File: config.mk
export PLATFORM = sky130hd
export DESIGN_NAME = spi_controller
export DESIGN_NICKNAME = d
export VERILOG_FILES = /design/src/rtl/spi_pkg.sv /design/src/rtl/spi_sclk_div.sv /design/src/rtl/spi_controller.sv
export SDC_FILE = /design/constraint.sdc
export NUM_CORES = 1
export LEC_CHECK = 0
export ABC_AREA = 1
export BUFFER_PORTS_ARGS = -buffer_cell sky130_fd_sc_hd__clkbuf_2
export CAP_MARGIN = 10
export CORE_MARGIN = 2
export CORE_UTILIZATION = 27
export DETAILED_ROUTE_END_ITERATION = 10
export GPL_TIMING_DRIVEN = 0
export REMOVE_ABC_BUFFERS = 1
export SLEW_MARGIN = 5
export SYNTH_ARGS = -nofsm -noshare
export SYNTH_HDL_FRONTEND = slang
export SYNTH_SLANG_ARGS = --single-unit
File: constraint.sdc
create_clock -name clk -period 2.3 [get_ports clk]
set_input_delay 0.23 -clock clk [delete_from_list [all_inputs] [get_ports clk]]
set_output_delay 0.23 -clock clk [all_outputs]
set_load 0.05 [all_outputs]
File: src/rtl/spi_pkg.sv
// -----------------------------------------------------------------------------
// spi_pkg
// Shared definitions for the SPI register-write controller:
//   - frame width and field positions of the 16-bit {wr, addr, wdata} frame
//   - controller state encoding
//   - register address map of the attached peripheral
//   - pack_frame(): assembles a frame from its three fields
// -----------------------------------------------------------------------------
package spi_pkg;

    localparam int FRAME_W  = 16;
    localparam int RW_BIT   = 15;
    localparam int ADDR_MSB = 14;
    localparam int ADDR_LSB = 8;
    localparam int DATA_MSB = 7;
    localparam int DATA_LSB = 0;

    // Peripheral register map.
    localparam logic [6:0] REG_EN_OUT_7_0  = 7'h00;
    localparam logic [6:0] REG_EN_OUT_15_8 = 7'h01;
    localparam logic [6:0] REG_EN_PWM_7_0  = 7'h02;
    localparam logic [6:0] REG_EN_PWM_15_8 = 7'h03;
    localparam logic [6:0] REG_PWM_DUTY    = 7'h04;

    typedef enum logic [2:0] {
        ST_IDLE,
        ST_SETUP,
        ST_SHIFT,
        ST_HOLD,
        ST_GAP
    } spi_state_e;

    function automatic logic [FRAME_W-1:0] pack_frame(
        input logic       wr,
        input logic [6:0] addr,
        input logic [7:0] data
    );
        logic [FRAME_W-1:0] frame;
        frame                    = '0;
        frame[RW_BIT]            = wr;
        frame[ADDR_MSB:ADDR_LSB] = addr;
        frame[DATA_MSB:DATA_LSB] = data;
        return frame;
    endfunction

endpackage

File: src/rtl/spi_sclk_div.sv
// -----------------------------------------------------------------------------
// spi_sclk_div
// Half-period counter for the SPI serial clock. Counts clk cycles and emits a
// one-cycle tick on the DIV-th cycle after it was last cleared or ticked.
//
// Ports
//   clk    in   system clock
//   rst    in   asynchronous active-low reset
//   clear  in   restart the count (asserted on every controller state change)
//   tick   out  one-cycle pulse at the end of each DIV-cycle interval
// -----------------------------------------------------------------------------
module spi_sclk_div #(
    parameter int unsigned DIV = 8
) (
    input  logic clk,
    input  logic rst,
    input  logic clear,
    output logic tick
);

    logic [7:0] cnt_q;

    assign tick = (cnt_q == 8'(DIV - 1));

    // NOTE: state registers use non-blocking assignments so every flop samples
    // the pre-edge value of every other flop, independent of process order.
    always_ff @(posedge clk or negedge rst) begin
        if (!rst) begin
            cnt_q <= '0;
        end else if (clear || tick) begin
            cnt_q <= '0;
        end else begin
            cnt_q <= cnt_q + 8'd1;
        end
    end

endmodule

File: src/rtl/spi_controller.sv
// -----------------------------------------------------------------------------
// spi_controller
// Sends one 16-bit SPI mode-0 frame {wr, addr[6:0], wdata[7:0]}, MSB first,
// per accepted start request. Frame sequence:
//   SETUP (cs low, sclk low, CLK_DIV cycles) -> SHIFT (16 sclk periods, each
//   CLK_DIV high + CLK_DIV low) -> HOLD (CLK_DIV) -> GAP (cs high, CLK_DIV)
//   -> one-cycle done pulse.
// A start accepted in cycle T yields done in cycle T + 1 + 35*CLK_DIV.
//
// Build option: define SPI_READBACK_EN to add the cipo input and rdata output.
// cipo is synchronised (2 flops) and sampled on sclk rising edges of bits 7..0;
// rdata is loaded in the done cycle of read frames (wr=0) and holds otherwise.
//
// Parameters
//   CLK_DIV  sclk half-period in clk cycles, 4..255 (default 8)
// Ports
//   clk    in   system clock
//   rst    in   asynchronous active-low reset
//   start  in   one-cycle frame request, accepted only when busy=0
//   wr     in   frame bit 15 (1=write, 0=read)
//   addr   in   frame bits 14:8
//   wdata  in   frame bits 7:0
//   busy   out  high from the cycle after acceptance through the done cycle
//   done   out  one-cycle pulse at frame completion
//   cs     out  active-low chip select
//   sclk   out  serial clock, idle low
//   copi   out  serial data out
//   cipo   in   serial data in            (SPI_READBACK_EN only)
//   rdata  out  last read payload         (SPI_READBACK_EN only)
// -----------------------------------------------------------------------------
module spi_controller
    import spi_pkg::*;
#(
    parameter int unsigned CLK_DIV = 8
) (
    input  logic       clk,
    input  logic       rst,
    input  logic       start,
    input  logic       wr,
    input  logic [6:0] addr,
    input  logic [7:0] wdata,
    output logic       busy,
    output logic       done,
    output logic       cs,
    output logic       sclk,
    output logic       copi
`ifdef SPI_READBACK_EN
    ,
    input  logic       cipo,
    output logic [7:0] rdata
`endif
);

    generate
        if (CLK_DIV < 4 || CLK_DIV > 255) begin : g_bad_clk_div
            $error("spi_controller: CLK_DIV must be in 4..255");
        end
    endgenerate

    spi_state_e         state_q;
    spi_state_e         state_nxt;
    logic [FRAME_W-1:0] sr_q;
    logic [FRAME_W-1:0] sr_nxt;
    logic [4:0]         bit_cnt_q;
    logic               last_q;
    logic               busy_q;
    logic               done_q;
    logic               cs_q;
    logic               sclk_q;
    logic               copi_q;

    logic               accept;
    logic               tick;
    logic               div_clear;
    logic               rise;
    logic               fall;
    logic               done_d;
    logic               frame_on_nxt;

    // A request in the done cycle sees busy=1 and is dropped.
    assign accept = start && !busy_q && (state_q == ST_IDLE);

    // The divider restarts on every state change so each state's dwell time
    // is measured from its first cycle; it is held at zero while idle.
    assign div_clear = (state_nxt != state_q) || (state_q == ST_IDLE);

    spi_sclk_div #(
        .DIV (CLK_DIV)
    ) u_sclk_div (
        .clk   (clk),
        .rst   (rst),
        .clear (div_clear),
        .tick  (tick)
    );

    always_ff @(posedge clk or negedge rst) begin
        if (!rst) begin
            state_q <= ST_IDLE;
        end else begin
            state_q <= state_nxt;
        end
    end

    // last_q marks the 16th falling edge; the low half that follows it is the
    // final half-period of SHIFT. The bit counter itself stops at 15.
    always_comb begin
        // NOTE: every signal written here gets a default first, so no branch
        // can leave one unassigned and infer a latch.
        state_nxt = state_q;
        rise      = 1'b0;
        fall      = 1'b0;
        done_d    = 1'b0;
        sr_nxt    = sr_q;

        unique case (state_q)
            ST_IDLE: begin
                if (accept) begin
                    state_nxt = ST_SETUP;
                end
            end
            ST_SETUP: begin
                if (tick) begin
                    state_nxt = ST_SHIFT;
                    rise      = 1'b1;
                end
            end
            ST_SHIFT: begin
                if (tick) begin
                    if (sclk_q) begin
                        fall = 1'b1;
                    end else if (last_q) begin
                        state_nxt = ST_HOLD;
                    end else begin
                        rise = 1'b1;
                    end
                end
            end
            ST_HOLD: begin
                if (tick) begin
                    state_nxt = ST_GAP;
                end
            end
            ST_GAP: begin
                if (tick) begin
                    state_nxt = ST_IDLE;
                    done_d    = 1'b1;
                end
            end
            default: begin
                state_nxt = ST_IDLE;
            end
        endcase

        if (accept) begin
            sr_nxt = pack_frame(wr, addr, wdata);
        end else if (fall) begin
            sr_nxt = {sr_q[FRAME_W-2:0], 1'b0};
        end
    end

    assign frame_on_nxt = (state_nxt == ST_SETUP) ||
                          (state_nxt == ST_SHIFT) ||
                          (state_nxt == ST_HOLD);

    // Pin outputs are registered from next-state values so they change on the
    // same edge as the state and come straight from flops.
    always_ff @(posedge clk or negedge rst) begin
        if (!rst) begin
            sr_q      <= '0;
            bit_cnt_q <= '0;
            last_q    <= 1'b0;
            busy_q    <= 1'b0;
            done_q    <= 1'b0;
            cs_q      <= 1'b1;
            sclk_q    <= 1'b0;
            copi_q    <= 1'b0;
        end else begin
            sr_q   <= sr_nxt;
            done_q <= done_d;
            cs_q   <= !frame_on_nxt;
            sclk_q <= (sclk_q || rise) && !fall;
            copi_q <= frame_on_nxt && sr_nxt[FRAME_W-1];

            if (accept) begin
                busy_q <= 1'b1;
            end else if (done_q) begin
                busy_q <= 1'b0;
            end

            if (accept || done_d) begin
                bit_cnt_q <= '0;
                last_q    <= 1'b0;
            end else if (fall) begin
                if (bit_cnt_q == 5'd15) begin
                    last_q <= 1'b1;
                end else begin
                    bit_cnt_q <= bit_cnt_q + 5'd1;
                end
            end
        end
    end

    assign busy = busy_q;
    assign done = done_q;
    assign cs   = cs_q;
    assign sclk = sclk_q;
    assign copi = copi_q;

`ifdef SPI_READBACK_EN
    logic [1:0] cipo_sync_q;
    logic [7:0] rx_q;
    logic       wr_q;

    // A rising edge issued while bit_cnt_q = k is rising edge k+1, so bits
    // 7..0 of the frame correspond to bit_cnt_q values 8..15.
    always_ff @(posedge clk or negedge rst) begin
        if (!rst) begin
            cipo_sync_q <= '0;
            rx_q        <= '0;
            wr_q        <= 1'b0;
            rdata       <= '0;
        end else begin
            cipo_sync_q <= {cipo_sync_q[0], cipo};
            if (accept) begin
                wr_q <= wr;
            end
            if (rise && (bit_cnt_q >= 5'd8)) begin
                rx_q <= {rx_q[6:0], cipo_sync_q[1]};
            end
            if (done_d && !wr_q) begin
                rdata <= rx_q;
            end
        end
    end
`endif

endmodule

==> results.toml, run 1 <==
[status]
status = "complete, no violations"

[placed_design]
io_buffers = 23
globalplace.congestion = 0.754
dp.cells = 334
dpl.hpwl_um = 2480

[timing]
fin_tns_setup_ns = 0
worstMarginPinSlew_ns = 0.950
setup_viol = 0
fin_crit_sh = 0.852
relSlewSlack = 0.367
holdWs_ns = 0.0820
fin_crit_ns = 1.96
slew_violations = 0
rsz0062_at_grt = "no"
hold_violations = 0
max_freq_mhz = 510
finClkSkew_ns = 0.00734

[global_routing]
grt_pass1_vias = 1357
grt_max_degree = 39
grt-ovfl-total = 0
grt_pass1_wl_um = 6150
antenna_found_initial = 0
track_usage = 0.0923

[worst_setup_path]
r2r_cells = 5
r2r-start = "state_q[2]"
critical_path_class = "register to register"
crit_path_end_kind = "register"
r2r_slack_ns = 0.34
worstPathArrival_ns = 2.17
rr_endpoint = "sr_q[13]"
path_max_fanout = 35
start_kind = "register"
cp_data_required_time_ns = 2.51

[synth]
syn_area_per_cell_um2 = 9.07
synth-seq-cells = 38
syn_inst = 219
netlist_area_mm2 = 0.00199
yosys.cell_types.count = 30
yosysWarnings = 0
ys_seq_area_frac = 0.479

[cts]
clock_sinks = 38
clkLatencyLatePin_ns = 0.29
cts.repair.resized = 0
cts_setup_buffers = 0
cts_root_buf = "clkbuf_8"
clk_path_buf_depth = 2
htree_levels = 2
hold_buffers = 0
path_clk_slew_ns = 0.07
cts_made_buffers = 5
cts_tree = "built"

[layout]
nets = 264
area_delta_synth_final_pct = 13.3
diodes = 0
fin_cells = 342
drive_gt1_frac = 0.230
fillCellCount = 755

[route]
viasPerCell = 4.26
drcViolationCount = 0
drt-pass1-iter-count = 4
finalWirelength_um = 3590
vias = 1456
wl_per_cell_um = 10.5
ant_nets = 0
drt_iter0_drc = 69

[die]
start_util = 0.277
core_mm2 = 0.00718
die_h_um = 89.8
rows = 31
die_w_um = 89.8
die_area_mm2 = 0.00806
io_pins = 24

[worst_hold_path]
hold_class = "input pin to async pin"

[pwr]
ir_worst_vdd_uv = 227
p_leak_nw = 1.13
power.density_mw_per_mm2 = 520

[job]
maxCapViolCount = 0
## power by group
part,switching (mW),internal [mW],leakage [nW]
logic,0.0172,0.0106,0.589
clock network,0.233,0.242,0.0482
registers,0,0.668,0.497
## flip-flops by register name, summed over array words and instances (netlist names)
signal	cells
bit_cnt_q	5
busy	1
copi	1
cs	1
done	1
last_q	1
sclk	1
sr_q	16
state_q	3
u_sclk_div.cnt_q	8
## layout make-up
class | count | area (um2) | share of cell area
flip-flops and latches | 38 | 952 | 0.423
multi-input cells | 154 | 888 | 0.395
well taps | 99 | 124 | 0.0550
repair buffers | 23 | 115 | 0.0511
clock buffers | 7 | 86.3 | 0.0384
inverters | 20 | 80.1 | 0.0356
clock inverters | 1 | 5.00 | 0.00222
## synthesized netlist by cell type, drive strengths merged
cell    number  area share
ha           3       0.019
nand2       52        0.12
inv         20       0.040
nand4        3       0.017
nor3b        3       0.011
a21oi        2      0.0050
dfrtp       37        0.47
dfstp        1       0.013
clkbuf       1      0.0069
o21bai       2      0.0076
xnor2        1      0.0044
and3         1      0.0032
nor2        23       0.075
nand3       54        0.15
o21ai        4       0.010
buf          6       0.026
or2          1      0.0032
nand3b       1      0.0038
xor2         4       0.018
## worst max-delay path, stage by stage, from the launching register on
cell     delay (ns)
dfrtp_1        0.43
nor2_4         0.20
nand4_4        0.43
inv_1          0.57
a21oi_1        0.08
a21oi_1        0.16
## per-layer routing
layer | track usage | wire length [um] | up-vias
met4 | 0.0423 | 68 | 0
met1 | 0.118 | 1690 | 668
li1 | - | - | 758
met3 | 0.0235 | 150 | 7
met2 | 0.147 | 1680 | 23
met5 | 0 | 0 | -
## cells by family (layout without fill, tap and decap cells)
group	count (synthesis)	in the layout	share of synthesized area
fa+ha+maj	3	3	0.0189
xor+xnor	5	5	0.0220
simple gates	138	138	0.384
compound gates	8	8	0.0227
buf+inv	27	51	0.0737
flops	38	38	0.479
## layout by cell type (no fill, tap or decap), types with 4 or more instances in the layout
cell       n
xor2_1     4
nand3_2    5
nand3_1   49
o21ai_0    4
nor2_1    15
clkbuf_8   6
clkbuf_2  23
nand2_1   45
inv_1     17
dfrtp_1   37
## how the worst max path moves through the flow
stage               slack [ns]        to        from  depth (start not counted)
floorplan                 0.60  sr_q[15]        busy                          5
global placement          0.40  sr_q[13]  state_q[2]                          5
detailed placement        0.34  sr_q[13]  state_q[2]                          5
CTS                       0.33  sr_q[13]  state_q[2]                          5
global route              0.15  sr_q[13]  state_q[2]                          5
finish                    0.34  sr_q[13]  state_q[2]                          5
## through the flow
step	instance area, um2	utilization	total power, mW	setup WS, ns
6_report	2250	0.314	1.17	0.339
2_1_floorplan	1920	-	0.681	0.597
3_5_place_dp	2160	0.301	0.710	0.341
5_1_grt	2250	0.314	1.22	0.153
4_1_cts	2250	0.314	1.19	0.326
3_3_place_gp	2160	0.301	0.711	0.396
Note: power is estimated with default switching activity, not from simulation.
==> inputs of run 2 (changes only) <==
- PLACE_DENSITY: not set -> 0.56
- clock period: 2.3 -> 1.61 ns (I/O delays scaled with it)
==> results.toml, run 2 (synthesis results as in run 1) <==
[layout]
layout_common_cells = "49 x nand3_1, 45 x nand2_1, 37 x dfrtp_1"
nets = 277
final_common_cell = "nand3_1"
drive_gt1_frac = 0.281
area_delta_synth_final_pct = 22.7
largestRegisters = "sr_q (16), u_sclk_div.cnt_q (8), bit_cnt_q (5)"
multi_input_area_um2 = 925
diodes = 0
largest_register = "sr_q"
fin_area_mm2 = 0.00244
register_area_um2 = 952
fillCellCount = 755
largest_reg_flops = 16

[cts]
cts_made_buffers = 5
clk_path_buf_depth = 2
cts_root_buf = "clkbuf_8"
hold_buffers = 0
clock_sinks = 38
path_clk_slew_ns = 0.08
cts_tree = "built"
htree_levels = 2
clkLatencyLatePin_ns = 0.29

[worst_setup_path]
start_kind = "register"
critical_path_class = "register to register"
crit_path_end_kind = "register"
cpMaxStageDelayCell = "dfrtp_1"
cp_cell_sequence = "nor2_4 > nand2_4 > nor2_8 > nand2_8 > nor2_8 > nor2_4 > nand2_1 > nand2_1"
worstPathArrival_ns = 1.68
cp_data_required_time_ns = 1.78
r2r_slack_ns = 0.10
cp_slowest_stage_delay_ns = 0.43
path_max_fanout = 10

[die]
start_util = 0.277
die_w_um = 89.8
core_mm2 = 0.00718
die_h_um = 89.8
die_area_mm2 = 0.00806
rows = 31
io_pins = 24

[global_routing]
antenna_found_initial = 0
grt-ovfl-total = 0
grt_pass1_wl_um = 6680
track_usage = 0.102
grt_pass1_vias = 1441
grt_max_degree = 39

[route]
viasPerCell = 4.35
finalWirelength_um = 4070
drt_iter0_drc = 67
ant_nets = 0
wl_per_cell_um = 11.5
drt-pass1-iter-count = 4
drcViolationCount = 0
vias = 1544

[timing]
holdWs_ns = 0.0156
setup_viol = 0
rsz0062_at_grt = "yes"
hold_violations = 0
max_freq_mhz = 663
slew_violations = 0
relSlewSlack = 0.352
finClkSkew_ns = 0.00891
fin_crit_ns = 1.51
worstMarginPinSlew_ns = 0.972
fin_crit_sh = 0.937

[status]
status = "complete, no violations"

[worst_hold_path]
hold_class = "input pin to async pin"

[pwr]
p_leak_nw = 1.20
power.density_mw_per_mm2 = 752
ir_worst_vdd_uv = 412

[placed_design]
io_buffers = 23
globalplace.congestion = 0.733
postPlaceCellArea_mm2 = 0.00216
dpl.hpwl_um = 2450

[job]
maxCapViolCount = 0
## run 2: what timing repair did
| item | in CTS | in global routing |
|---|---|---|
| pin swaps | 2 | 4 |
| setup buffers | 8 | 4 |
| gates cloned | 1 | 0 |
| setup endpoints to repair | 23 | 10 |
| gates resized for setup | 2 | 6 |
## run 2: layout make-up
type,instances,area share
timing repair buffer,35,0.0975
inverter,20,0.0344
tap,99,0.0508
clock buffer,7,0.0354
sequential,38,0.390
multi-input combinational,155,0.379
clock inverter,1,0.0123
## run 2: through the flow
step                power [mW]  instances  TNS [ns]   util  setup slack, ns
finish                    1.83        355         0  0.340            0.102
global route              1.91        355  -0.00420  0.340         -0.00309
CTS                       1.86        351         0  0.333           0.0367
detailed placement        1.01        334     -5.06  0.301           -0.297
global placement          1.01        334     -4.36  0.301           -0.253
floorplan                0.973        212     -1.08      -          -0.0932
## run 2: routing by layer
metal / global-route usage / share of wire
met1: 0.144 / 0.50
met2: 0.156 / 0.46
met4: 0.0231 / 0.0037
met3: 0.0293 / 0.040
met5: 0 / 0
## run 2: critical path: cells and delay by family (launching register included)
kind	cells	cell delay, ns
DFF	1	0.43
and+or+nand+nor	8	0.94
## run 2: final timing paths
path,startpoint,depth (start not counted),endpoint
max reg2reg,state_q[2],8,bit_cnt_q[0]
min,rst,1,u_sclk_div.cnt_q[6]
min reg2reg,done,1,busy
min in group clk,wdata[0],3,sr_q[0]
max,state_q[2],8,bit_cnt_q[0]
max in group asynchronous,rst,1,sr_q[4]
## run 2: power by group
part / internal (mW) / leakage, nW / switching (mW)
combinational: 0.0151 / 0.647 / 0.0263
clock: 0.505 / 0.0585 / 0.333
sequential: 0.954 / 0.497 / 0
total: 1.47 / 1.20 / 0.359
